--- src/rtl/sprite_pkg.sv ---
// Shared constants for the sprite memory path: loader FSM encoding, RGB565 layout,
// sprite RAM geometry and VGA vertical timing.
package sprite_pkg;

  typedef enum logic [1:0] {
    ST_IDLE    = 2'd0,
    ST_WAIT_VB = 2'd1,
    ST_LOAD    = 2'd2,
    ST_FINISH  = 2'd3
  } load_state_t;

  localparam int RGB_R_W  = 5;
  localparam int RGB_G_W  = 6;
  localparam int RGB_B_W  = 5;
  localparam int RGB565_W = RGB_R_W + RGB_G_W + RGB_B_W;

  localparam int SPRITE_ADDR_W = 13;

  localparam logic [SPRITE_ADDR_W-1:0] DINO_BASE   = 13'd0;
  localparam logic [SPRITE_ADDR_W-1:0] CACTUS_BASE = 13'd4096;

  localparam int VGA_ACTIVE_LINES = 480;
  localparam int VGA_TOTAL_LINES  = 525;

endpackage

--- src/rtl/sprite_load_ctr.sv ---
// Write-address / remaining-count register pair for the sprite loader, with a
// sticky flag recording that the address wrapped during the current load.
module sprite_load_ctr #(
  parameter int ADDR_W = 13
) (
  input  logic              i_clk,
  input  logic              i_rst,
  input  logic              i_load,
  input  logic [ADDR_W-1:0] i_base,
  input  logic [ADDR_W:0]   i_count,
  input  logic              i_step,
  output logic [ADDR_W-1:0] o_addr,
  output logic [ADDR_W:0]   o_remain,
  output logic              o_wrap_err
);

  always_ff @(posedge i_clk or posedge i_rst) begin
    if (i_rst) begin
      o_addr     <= '0;
      o_remain   <= '0;
      o_wrap_err <= 1'b0;
    end else if (i_load) begin
      o_addr     <= i_base;
      o_remain   <= i_count;
      o_wrap_err <= 1'b0;
    end else if (i_step) begin
      o_addr   <= o_addr + 1'b1;
      o_remain <= o_remain - 1'b1;
      // stepping from the all-ones address wraps to 0
      if (&o_addr) o_wrap_err <= 1'b1;
    end
  end

endmodule

--- src/rtl/sprite_mem_loader.sv ---
// Streams RGB565 pixels into sprite RAM, writing only during vertical blank.
// Define SPRITE_LOAD_CHECKSUM_EN to add a 16-bit running sum of written pixels.
module sprite_mem_loader
  import sprite_pkg::*;
#(
  parameter int ADDR_W       = SPRITE_ADDR_W,
  parameter int DATA_W       = RGB565_W,
  parameter int ACTIVE_LINES = VGA_ACTIVE_LINES,
  parameter int TOTAL_LINES  = VGA_TOTAL_LINES
) (
  input  logic              pix_clk,
  input  logic              reset,
  input  logic [9:0]        vcount,
  input  logic              start,
  input  logic [ADDR_W-1:0] cmd_base,
  input  logic [ADDR_W:0]   cmd_count,
  input  logic              pix_valid,
  input  logic [DATA_W-1:0] pix_data,
  output logic              pix_ready,
  output logic              mem_we,
  output logic [ADDR_W-1:0] mem_addr,
  output logic [DATA_W-1:0] mem_wdata,
  output logic              busy,
  output logic              done,
`ifdef SPRITE_LOAD_CHECKSUM_EN
  output logic              wrap_err,
  output logic [DATA_W-1:0] checksum
`else
  output logic              wrap_err
`endif
);

  localparam logic [9:0] LP_ACTIVE = 10'(ACTIVE_LINES);
  localparam logic [9:0] LP_TOTAL  = 10'(TOTAL_LINES);

  load_state_t       r_state;
  logic              w_vblank;
  logic              w_start_ok;
  logic              w_beat;
  logic              w_remain_nz;
  logic [ADDR_W-1:0] w_addr;
  logic [ADDR_W:0]   w_remain;

  // out-of-range lines past the wrap are blank as well
  assign w_vblank    = (vcount >= LP_ACTIVE) || (vcount >= LP_TOTAL);
  assign w_start_ok  = start && (r_state == ST_IDLE);
  assign w_remain_nz = |w_remain;
  assign pix_ready   = (r_state == ST_LOAD) && w_vblank && w_remain_nz;
  assign w_beat      = pix_valid && pix_ready;

  sprite_load_ctr #(.ADDR_W(ADDR_W)) u_ctr (
    .i_clk      (pix_clk),
    .i_rst      (reset),
    .i_load     (w_start_ok),
    .i_base     (cmd_base),
    .i_count    (cmd_count),
    .i_step     (w_beat),
    .o_addr     (w_addr),
    .o_remain   (w_remain),
    .o_wrap_err (wrap_err)
  );

  always_ff @(posedge pix_clk or posedge reset) begin
    if (reset) begin
      r_state   <= ST_IDLE;
      busy      <= 1'b0;
      done      <= 1'b0;
      mem_we    <= 1'b0;
      mem_addr  <= '0;
      mem_wdata <= '0;
    end else begin
      mem_we <= w_beat;
      done   <= 1'b0;
      if (w_beat) begin
        mem_addr  <= w_addr;
        mem_wdata <= pix_data;
      end
      case (r_state)
        ST_IDLE: begin
          if (start) begin
            if (cmd_count == '0) begin
              r_state <= ST_FINISH;
              done    <= 1'b1;
            end else begin
              r_state <= ST_WAIT_VB;
              busy    <= 1'b1;
            end
          end
        end
        ST_WAIT_VB: begin
          if (w_vblank) r_state <= ST_LOAD;
        end
        ST_LOAD: begin
          // the final beat's write lands first, then the done cycle follows
          if (!w_remain_nz) begin
            r_state <= ST_FINISH;
            done    <= 1'b1;
            busy    <= 1'b0;
          end else if (!w_vblank) begin
            r_state <= ST_WAIT_VB;
          end
        end
        ST_FINISH: r_state <= ST_IDLE;
        default:   r_state <= ST_IDLE;
      endcase
    end
  end

`ifdef SPRITE_LOAD_CHECKSUM_EN
  logic [DATA_W-1:0] r_sum;

  always_ff @(posedge pix_clk or posedge reset) begin
    if (reset)           r_sum <= '0;
    else if (w_start_ok) r_sum <= '0;
    else if (w_beat)     r_sum <= r_sum + pix_data;
  end

  assign checksum = r_sum;
`endif

endmodule

--- config.mk ---
export PLATFORM = sky130hd
export DESIGN_NAME = sprite_mem_loader
export DESIGN_NICKNAME = d
export VERILOG_FILES = /design/src/rtl/sprite_pkg.sv /design/src/rtl/sprite_load_ctr.sv /design/src/rtl/sprite_mem_loader.sv
export SDC_FILE = /design/constraint.sdc
export NUM_CORES = 1
export LEC_CHECK = 0
export CAP_MARGIN = 20
export CORE_AREA = 2 2 76 96
export DETAILED_ROUTE_END_ITERATION = 8
export DIE_AREA = 0 0 78 98
export PLACE_DENSITY = 0.88
export SLEW_MARGIN = 10
export SYNTH_ARGS = -nofsm -noshare
export SYNTH_HDL_FRONTEND = slang
export SYNTH_HIERARCHICAL = 1
export SYNTH_SLANG_ARGS = --single-unit
--- constraint.sdc ---
create_clock -name pix_clk -period 3.1 [get_ports pix_clk]
set_clock_uncertainty 0.05 [all_clocks]
set_input_delay 0.465 -clock pix_clk [delete_from_list [all_inputs] [get_ports pix_clk]]
set_output_delay 0.465 -clock pix_clk [all_outputs]
set_load 0.02 [all_outputs]
==> results of run 1 <==
-- area by class of cell --
class                      instances  area [um2]  area share [%]
sequential                        62        1551           36.58
clock buffer                      11       141.4           3.333
timing repair buffer              91       895.9           21.12
multi-input combinational        182        1426           33.63
clock inverter                     4       95.09           2.242
tap                               90       112.6           2.655
inverter                           5       18.77          0.4425
-- power by group --
group,internal [mW],switching [mW],total [mW]
Clock,0.551,0.296,0.847
Sequential,1.18,0.382,1.56
Combinational,0.911,0.706,1.62
-- synth_stat cells, types with 2 or more instances --
cell,n,area [um2]
dfrtp_1,62,1551
nand2_1,32,120.1
mux2_4,29,435.4
o21ai_0,23,115.1
xnor2_1,12,105.1
xor2_1,12,105.1
nor2_1,11,41.29
nand4_1,7,43.79
nand3_1,6,30.03
o21ai_1,6,30.03
inv_1,5,18.77
nor4_1,5,31.28
clkbuf_1,4,15.01
and4_1,3,26.28
buf_6,3,33.78
nor3_1,3,15.01
nor4_2,3,37.54
a41oi_1,2,17.52
buf_1,2,7.510
buf_2,2,10.01
ha_1,2,25.02
mux2_2,2,22.52
mux2i_1,2,20.02
nor3b_1,2,15.01
nor3b_2,2,25.02
-- registers in the layout, summed over array words and instances (netlist names) --
| name | count |
|---|---|
| u_ctr/o_addr | 13 |
| mem_addr | 13 |
| u_ctr/o_wrap_err | 1 |
| mem_wdata | 16 |
| r_state | 2 |
| mem_we | 1 |
| u_ctr/o_remain | 14 |
| busy | 1 |
| done | 1 |
-- through the flow --
stage	hold WS (ps)	cells	power [mW]	setup slack [ps]
after floorplan	468.9	260	2.517	650.3
after global placement	437.9	430	3.096	262.2
after detailed placement	444.2	430	3.191	210.2
after CTS	460.2	445	4.053	412.0
after global routing	478.6	445	4.269	198.9
final	457.0	445	4.025	405.2
-- layout by cell type (no fill, tap or decap), types with 2 or more instances in the layout --
| cell | instances |
|---|---|
| clkdlybuf4s50_1 | 85 |
| dfrtp_1 | 62 |
| nand2_1 | 32 |
| mux2_4 | 29 |
| o21ai_0 | 23 |
| xor2_1 | 12 |
| xnor2_1 | 12 |
| nor2_1 | 11 |
| clkbuf_8 | 10 |
| nand4_1 | 7 |
| nand3_1 | 6 |
| buf_4 | 6 |
| o21ai_1 | 6 |
| nor4_1 | 5 |
| inv_1 | 5 |
| nor4_2 | 3 |
| and4_1 | 3 |
| bufinv_16 | 3 |
| nor3_1 | 3 |
| a41oi_1 | 2 |
| nor3b_2 | 2 |
| nor3b_1 | 2 |
| mux2i_1 | 2 |
| mux2_2 | 2 |
| ha_1 | 2 |
-- critical path: stages (launching register included) --
cell and delay, ps:
dfrtp_1 420, nor4_1 340, nand4_1 300, nand3_1 200, nor2_1 50, clkdlybuf4s50_1 540
-- worst max path at each step --
stage                      start                 to  slack (ps)  cells after the start
2_1_floorplan          vcount[5]  u_ctr/o_remain[9]         650                     10
3_3_place_gp           vcount[5]  u_ctr/o_remain[9]         260                      9
3_5_place_dp           vcount[5]  u_ctr/o_remain[9]         210                      9
4_1_cts        u_ctr/o_remain[8]          pix_ready         410                      5
5_1_grt        u_ctr/o_remain[8]          pix_ready         200                      5
6_report       u_ctr/o_remain[8]          pix_ready         410                      5
-- per-layer routing --
metal | up-vias | global-route usage (%) | wire, um
met1 | 1103 | 23.09 | 3028
met4 | 0 | 7.962 | 91
li1 | 1107 | - | -
met2 | 90 | 32.96 | 3571
met5 | - | 0 | 0
met3 | 9 | 5.083 | 402
-- cells by family after synthesis --
kind of cell,Yosys count,share of synthesized area (%)
xor+xnor,24,6.863
flops,62,50.65
buf+inv,16,2.778
mux,33,15.60
compound gates,39,7.558
fa+ha+maj,2,0.8169
simple gates,84,15.73
==> results.json, run 1 <==
{
  "status": "finished, final reports clean",
  "r2r_end": "u_ctr/o_remain[9]",
  "yosysSeqAreaShare_pct": 50.65,
  "die_h_um": 98,
  "drt.antenna.violating_nets": 0,
  "core_um2": 6807,
  "p_leak_nw": 1.811,
  "finalNetCount": 410,
  "worst_hold_startpoint": "mem_wdata[14]",
  "area_growth_pct": 38.48,
  "row_count": 34,
  "synthCells": 260,
  "rr_worst_depth": 8,
  "crit_arrival_ps": 2180,
  "cts_root_buf": "clkbuf_8",
  "wl_per_cell_um": 15.94,
  "cts.clk_slew.worst_paths_ps": 70,
  "dr.first_iter.drc_count": 194,
  "vias_per_cell": 5.189,
  "cts_tree": "yes",
  "max_freq_ghz": 0.3711,
  "grt_max_degree": 35,
  "rsz0062_at_grt": "false",
  "setup_viol": 0,
  "fin_crit_sh_pct": 86.93,
  "async_flop_share_pct": 100.0,
  "dpl-instance-area_um2": 4005,
  "numCtsBuffers": 9,
  "period_needed_ps": 2695,
  "ys_ff_latch": 62,
  "power_density_nw_per_um2": 949.0,
  "hold-path-cell-count": 1,
  "cts_sinks": 62,
  "cp-end-kind": "primary output",
  "fin_area_um2": 4242,
  "syn_nets": 319,
  "avgSynthCellArea_um2": 11.78,
  "post_cts_buffers": 0,
  "hp-class": "flop to flop",
  "slew_violations": 0,
  "synthFlopType": "dfrtp_1",
  "diodes": 0,
  "r2r_slack_ps": 700,
  "cap_violations": 0,
  "relSlewSlack_pct": 56.01,
  "yosysUniqueCellTypes": 43,
  "startpoint_type": "flop",
  "critPathMaxFanout": 5,
  "final_util_pct": 62.32,
  "cp.required_ps": 2580,
  "wirelength_um": 7094,
  "dieArea_um2": 7644,
  "drive_above_1_share_pct": 16.34,
  "worst_pin_slew_ps": 653.9,
  "nFillCells": 532,
  "ir_drop_v": 0.0004251,
  "place_hpwl_um": 5193,
  "grt.total_usage_pct": 19.34,
  "port_buffers": 85,
  "cts_resized": 0,
  "antenna_found_initial": 0,
  "hold_buffers": 0,
  "yosysWarningCount": 6,
  "io_pins": 91,
  "worstReg2RegStart": "u_ctr/o_remain[8]",
  "clockBufferDepth": 2,
  "vias": 2309,
  "finalSetupTns_ps": 0,
  "htree_levels": 3,
  "routabilityCongestion": 0.7980,
  "firstDrtPassIters": 4,
  "grt_pass1_wl_um": 11500,
  "syn_area_um2": 3063,
  "die_x_um": 78,
  "drcViolationCount": 0,
  "insertion_delay_ps": 330,
  "critical_path_class": "flop to primary output",
  "start_util_pct": 45.00,
  "grt-ovfl-total": 0,
  "finalHoldViolCount": 0,
  "hold_end": "mem_wdata[14]",
  "synth_edf_count": 0,
  "grt_pass1_vias": 2362
}
Power figures use the tool's default switching activity.
==> inputs of run 2 (changes only) <==
Settings changed: CORE_AREA 2 2 76 96 to 2 2 73 92, DIE_AREA 0 0 78 98 to 0 0 75 94, PLACE_DENSITY 0.88 to 0.93.
Clock period 3.1 ns to 3.25 ns, I/O delays scaled along.
==> results.json, run 2 (synthesis gave the netlist of run 1 again) <==
{
  "critPathTopFamily": "simple AND/OR/NAND/NOR gates",
  "crit_chain": "nor4_1 -> nand4_1 -> nand3_1 -> nor2_1 -> clkdlybuf4s50_1",
  "place_hpwl_um": 4958,
  "grt.busiest_layer": "met2",
  "grt-ovfl-total": 0,
  "grt_max_degree": 34,
  "worstReg2RegStart": "u_ctr/o_remain[8]",
  "cts_tree": "yes",
  "use_met2_pct": 34.14,
  "use_met1_pct": 22.11,
  "grt_pass1_wl_um": 10330,
  "antenna_found_initial": 0,
  "critical-path-slowest-cell": "clkdlybuf4s50_1",
  "start_util_pct": 50.00,
  "finalNetCount": 410,
  "relSlewSlack_pct": 55.59,
  "port_buffers": 85,
  "clockBufferDepth": 2,
  "p_leak_nw": 1.787,
  "critical_path_class": "flop to primary output",
  "period_needed_ps": 2668,
  "finalPower_mw": 3.642,
  "status": "finished, final reports clean",
  "grt.total_usage_pct": 19.63,
  "grtUsageMet3_pct": 3.970,
  "die_h_um": 94,
  "dp_slack_ps": 338.0,
  "dieArea_um2": 7050,
  "fin_ws_ps": 581.6,
  "drt.antenna.violating_nets": 0,
  "cts_root_buf": "clkbuf_8",
  "cts_resized": 0,
  "final_util_pct": 68.32,
  "slew_violations": 0,
  "post_cts_buffers": 0,
  "diodes": 0,
  "hp-class": "input pin to asynchronous set/reset pin",
  "largest_register_ffs": 16,
  "setup_viol": 0,
  "drcViolationCount": 0,
  "cts.clk_slew.worst_paths_ps": 70,
  "wirelength_um": 6764,
  "startpoint_type": "flop",
  "finalSetupTns_ps": 0,
  "htree_levels": 3,
  "insertion_delay_ps": 330,
  "io_pins": 91,
  "power_density_nw_per_um2": 870.3,
  "routabilityCongestion": 0.8924,
  "drive_above_1_share_pct": 16.57,
  "core_um2": 6126,
  "critPathMaxFanout": 5,
  "cp-end-kind": "primary output",
  "worst_pin_slew_ps": 660.0,
  "crit_arrival_ps": 2130,
  "ir_drop_v": 0.0004170,
  "grt_pass1_vias": 2336,
  "rr_worst_depth": 8,
  "slowest_delay_ps": 540,
  "cap_violations": 0,
  "wl_per_cell_um": 15.34,
  "fin_hold_ws_ps": 288.6,
  "max_freq_ghz": 0.3748,
  "vias": 2346,
  "fin_crit_sh_pct": 82.10,
  "r2r_slack_ps": 870,
  "numCtsBuffers": 9,
  "worst-path-buf-inv": 1,
  "die_x_um": 75,
  "final_cell_mix": "clkdlybuf4s50_1, dfrtp_1, nand2_1, mux2_4, o21ai_0",
  "cp.required_ps": 2710,
  "layout_commonest_cell": "clkdlybuf4s50_1",
  "cp.depth": 5,
  "nFillCells": 460,
  "row_count": 32,
  "dr.first_iter.drc_count": 117,
  "rsz0062_at_grt": "false",
  "area_growth_pct": 36.64,
  "largestRegisters": "mem_wdata x16, u_ctr/o_remain x14",
  "cts_sinks": 62,
  "vias_per_cell": 5.320,
  "top_register": "mem_wdata",
  "r2r_end": "u_ctr/o_remain[9]",
  "finalHoldViolCount": 0,
  "hold_buffers": 0,
  "firstDrtPassIters": 4
}
## run 2: how the worst max path moves through the flow
stage	startpoint	to
floorplan	vcount[5]	u_ctr/o_remain[9]
global placement	vcount[5]	u_ctr/o_remain[9]
detailed placement	vcount[5]	u_ctr/o_remain[9]
CTS	u_ctr/o_remain[8]	pix_ready
global route	u_ctr/o_remain[4]	pix_ready
finish	u_ctr/o_remain[8]	pix_ready
## run 2: power by group
part / internal (mW) / leakage, nW / switching [mW]
Combinational: 0.868 / 0.927 / 0.662
Clock: 0.337 / 0.0954 / 0.287
Sequential: 1.12 / 0.764 / 0.365
Total: 2.33 / 1.79 / 1.31
## run 2: metrics by stage
stage / instance area, um2 / cells
2_1_floorplan: 3063 / 260
3_3_place_gp: 3999 / 425
3_5_place_dp: 3999 / 425
4_1_cts: 4185 / 441
5_1_grt: 4185 / 441
6_report: 4185 / 441
## run 2: area by class of cell
class	count	area (um2)	area share, %
clock buffer	13	168.9	4.036
clock inverter	3	17.52	0.4185
inverter	5	18.77	0.4484
multi-input combinational	182	1426	34.08
sequential	62	1551	37.07
tap	85	106.4	2.541
timing repair buffer	91	895.9	21.41
## run 2: metal layers
layer | share of wire [%] | vias to the layer above
met5 | 0 | -
met4 | 2.0 | 0
met3 | 4.9 | 19
met2 | 53 | 90
met1 | 40 | 1128
li1 | - | 1109
## run 2: worst reg2reg max path: cells and delay by family (launching register included)
kind | cells | cell delay, ps
multiplexers | 1 | 260
XOR/XNOR | 1 | 140
flip-flops | 1 | 420
buffers and inverters | 1 | 50
AND/OR/NAND/NOR | 5 | 1340
==> inputs of run 3 (changes only) <==
Settings changed: CORE_AREA 2 2 73 92 to 2 2 76 96, DIE_AREA 0 0 75 94 to 0 0 78 98, PLACE_DENSITY 0.93 to 0.88.
Clock period 3.25 ns to 2.7 ns, I/O delays scaled along.
==> results.json, run 3 (synthesis gave the netlist of run 1 again) <==
{
  "slew_violations": 0,
  "insertion_delay_ps": 340,
  "grt_pass1_wl_um": 11690,
  "finalPower_mw": 4.514,
  "startpoint_type": "flop",
  "hold_buffers": 0,
  "rsz0062_at_grt": "false",
  "largestRegisters": "mem_wdata x16, u_ctr/o_remain x14",
  "die_x_um": 78,
  "worst_pin_slew_ps": 595.8,
  "wirelength_um": 7069,
  "cts_sinks": 62,
  "grt.busiest_layer": "met2",
  "port_buffers": 85,
  "grt-ovfl-total": 0,
  "worstReg2RegStart": "u_ctr/o_remain[4]",
  "nFillCells": 512,
  "hp-class": "input pin to asynchronous set/reset pin",
  "cts_tree": "yes",
  "row_count": 34,
  "vias": 2326,
  "period_needed_ps": 2512,
  "cp.required_ps": 2250,
  "crit_arrival_ps": 2060,
  "finalHoldViolCount": 0,
  "multi_input_area_um2": 1433,
  "drcViolationCount": 0,
  "numCtsBuffers": 9,
  "fin_area_um2": 4293,
  "die_h_um": 98,
  "final_util_pct": 63.07,
  "status": "finished, final reports clean",
  "fin_crit_sh_pct": 93.06,
  "fin_hold_ws_ps": 427.3,
  "core_um2": 6807,
  "ff_latch_area_um2": 1551,
  "dpl-instance-area_um2": 4063,
  "rr_worst_depth": 11,
  "r2r_slack_ps": 380,
  "setup_viol": 0,
  "drt.antenna.violating_nets": 0,
  "diodes": 0,
  "cp-end-kind": "primary output",
  "slowest_delay_ps": 530,
  "critical-path-slowest-cell": "clkdlybuf4s50_1",
  "routabilityCongestion": 0.8397,
  "io_pins": 91,
  "firstDrtPassIters": 4,
  "start_util_pct": 45.00,
  "clockBufferDepth": 2,
  "dr.first_iter.drc_count": 120,
  "ir_drop_v": 0.0005498,
  "power_density_nw_per_um2": 1051,
  "dieArea_um2": 7644,
  "dp_cells": 436,
  "use_met2_pct": 32.89,
  "finalSetupTns_ps": 0,
  "htree_levels": 3,
  "cts_root_buf": "clkbuf_8",
  "fin_ws_ps": 187.5,
  "vias_per_cell": 5.123,
  "antenna_found_initial": 0,
  "place_hpwl_um": 5233,
  "largest_register_ffs": 16,
  "grtUsageMet3_pct": 3.512,
  "wl_per_cell_um": 15.57,
  "area_growth_pct": 40.16,
  "dp_slack_ps": -17.91,
  "relSlewSlack_pct": 59.91,
  "critical_path_class": "flop to primary output",
  "top_register": "mem_wdata",
  "grt_pass1_vias": 2379,
  "cts.clk_slew.worst_paths_ps": 70,
  "crit_chain": "nor4_2 -> nand4_1 -> nand3_1 -> nor2_1 -> clkdlybuf4s50_1",
  "drive_above_1_share_pct": 18.96,
  "layout_commonest_cell": "clkdlybuf4s50_1",
  "use_met1_pct": 24.83,
  "grt_max_degree": 35,
  "finalNetCount": 418,
  "p_leak_nw": 1.829,
  "final_cell_mix": "clkdlybuf4s50_1, dfrtp_1, nand2_1, mux2_4, o21ai_0",
  "layoutNonFillerInstCount": 454,
  "critPathMaxFanout": 4,
  "r2r_end": "u_ctr/o_addr[6]",
  "grt.total_usage_pct": 19.57,
  "cap_violations": 0,
  "max_freq_ghz": 0.3980
}
run 3: cell types whose count changed in the layout (fill, tap and decap cells not counted), sizes merged:
cell / delta
buf: +8
bufinv: +1
clkbuf: -2
clkinv: -1
clkinvlp: +2
run 3: power by group:
| part | internal, mW | switching, mW | total (mW) |
|---|---|---|---|
| registers | 1.35 | 0.451 | 1.80 |
| clock network | 0.474 | 0.357 | 0.831 |
| logic | 1.06 | 0.816 | 1.88 |
| total | 2.89 | 1.62 | 4.51 |
run 3: worst max-delay path, delay by kind of cell, from the launching register on:
kind          cells  cell delay, ps
simple gates      4             720
buf+inv           1             530
flops             1             470
run 3: routing by layer:
| metal | vias to the layer above | share of wire (%) |
|---|---|---|
| li1 | 1122 | - |
| met1 | 1114 | 43 |
| met2 | 81 | 51 |
| met3 | 9 | 4.4 |
| met4 | 0 | 1.7 |
| met5 | - | 0 |
run 3: worst max-delay path by stage:
stage / slack, ps / start / depth (start not counted) / to
floorplan: 310 / vcount[5] / 10 / u_ctr/o_remain[9]
global placement: 30 / vcount[5] / 9 / u_ctr/o_remain[9]
detailed placement: -20 / vcount[5] / 10 / u_ctr/o_remain[13]
CTS: 70 / u_ctr/o_remain[8] / 5 / pix_ready
global route: 20 / u_ctr/o_remain[4] / 5 / pix_ready
finish: 190 / u_ctr/o_remain[4] / 5 / pix_ready
run 3: repair_timing:
item,4_1_cts,5_1_grt
resized for setup,0,1
buffers inserted,0,2
setup endpoints to repair,0,1
run 3: cell type report:
class                      instances  share of cell area, %
inverter                           5                 0.4372
timing repair buffer              99                  22.56
multi-input combinational        182                  33.37
sequential                        62                  36.14
clock inverter                     5                  1.341
clock buffer                      11                  3.527
tap                               90                  2.623
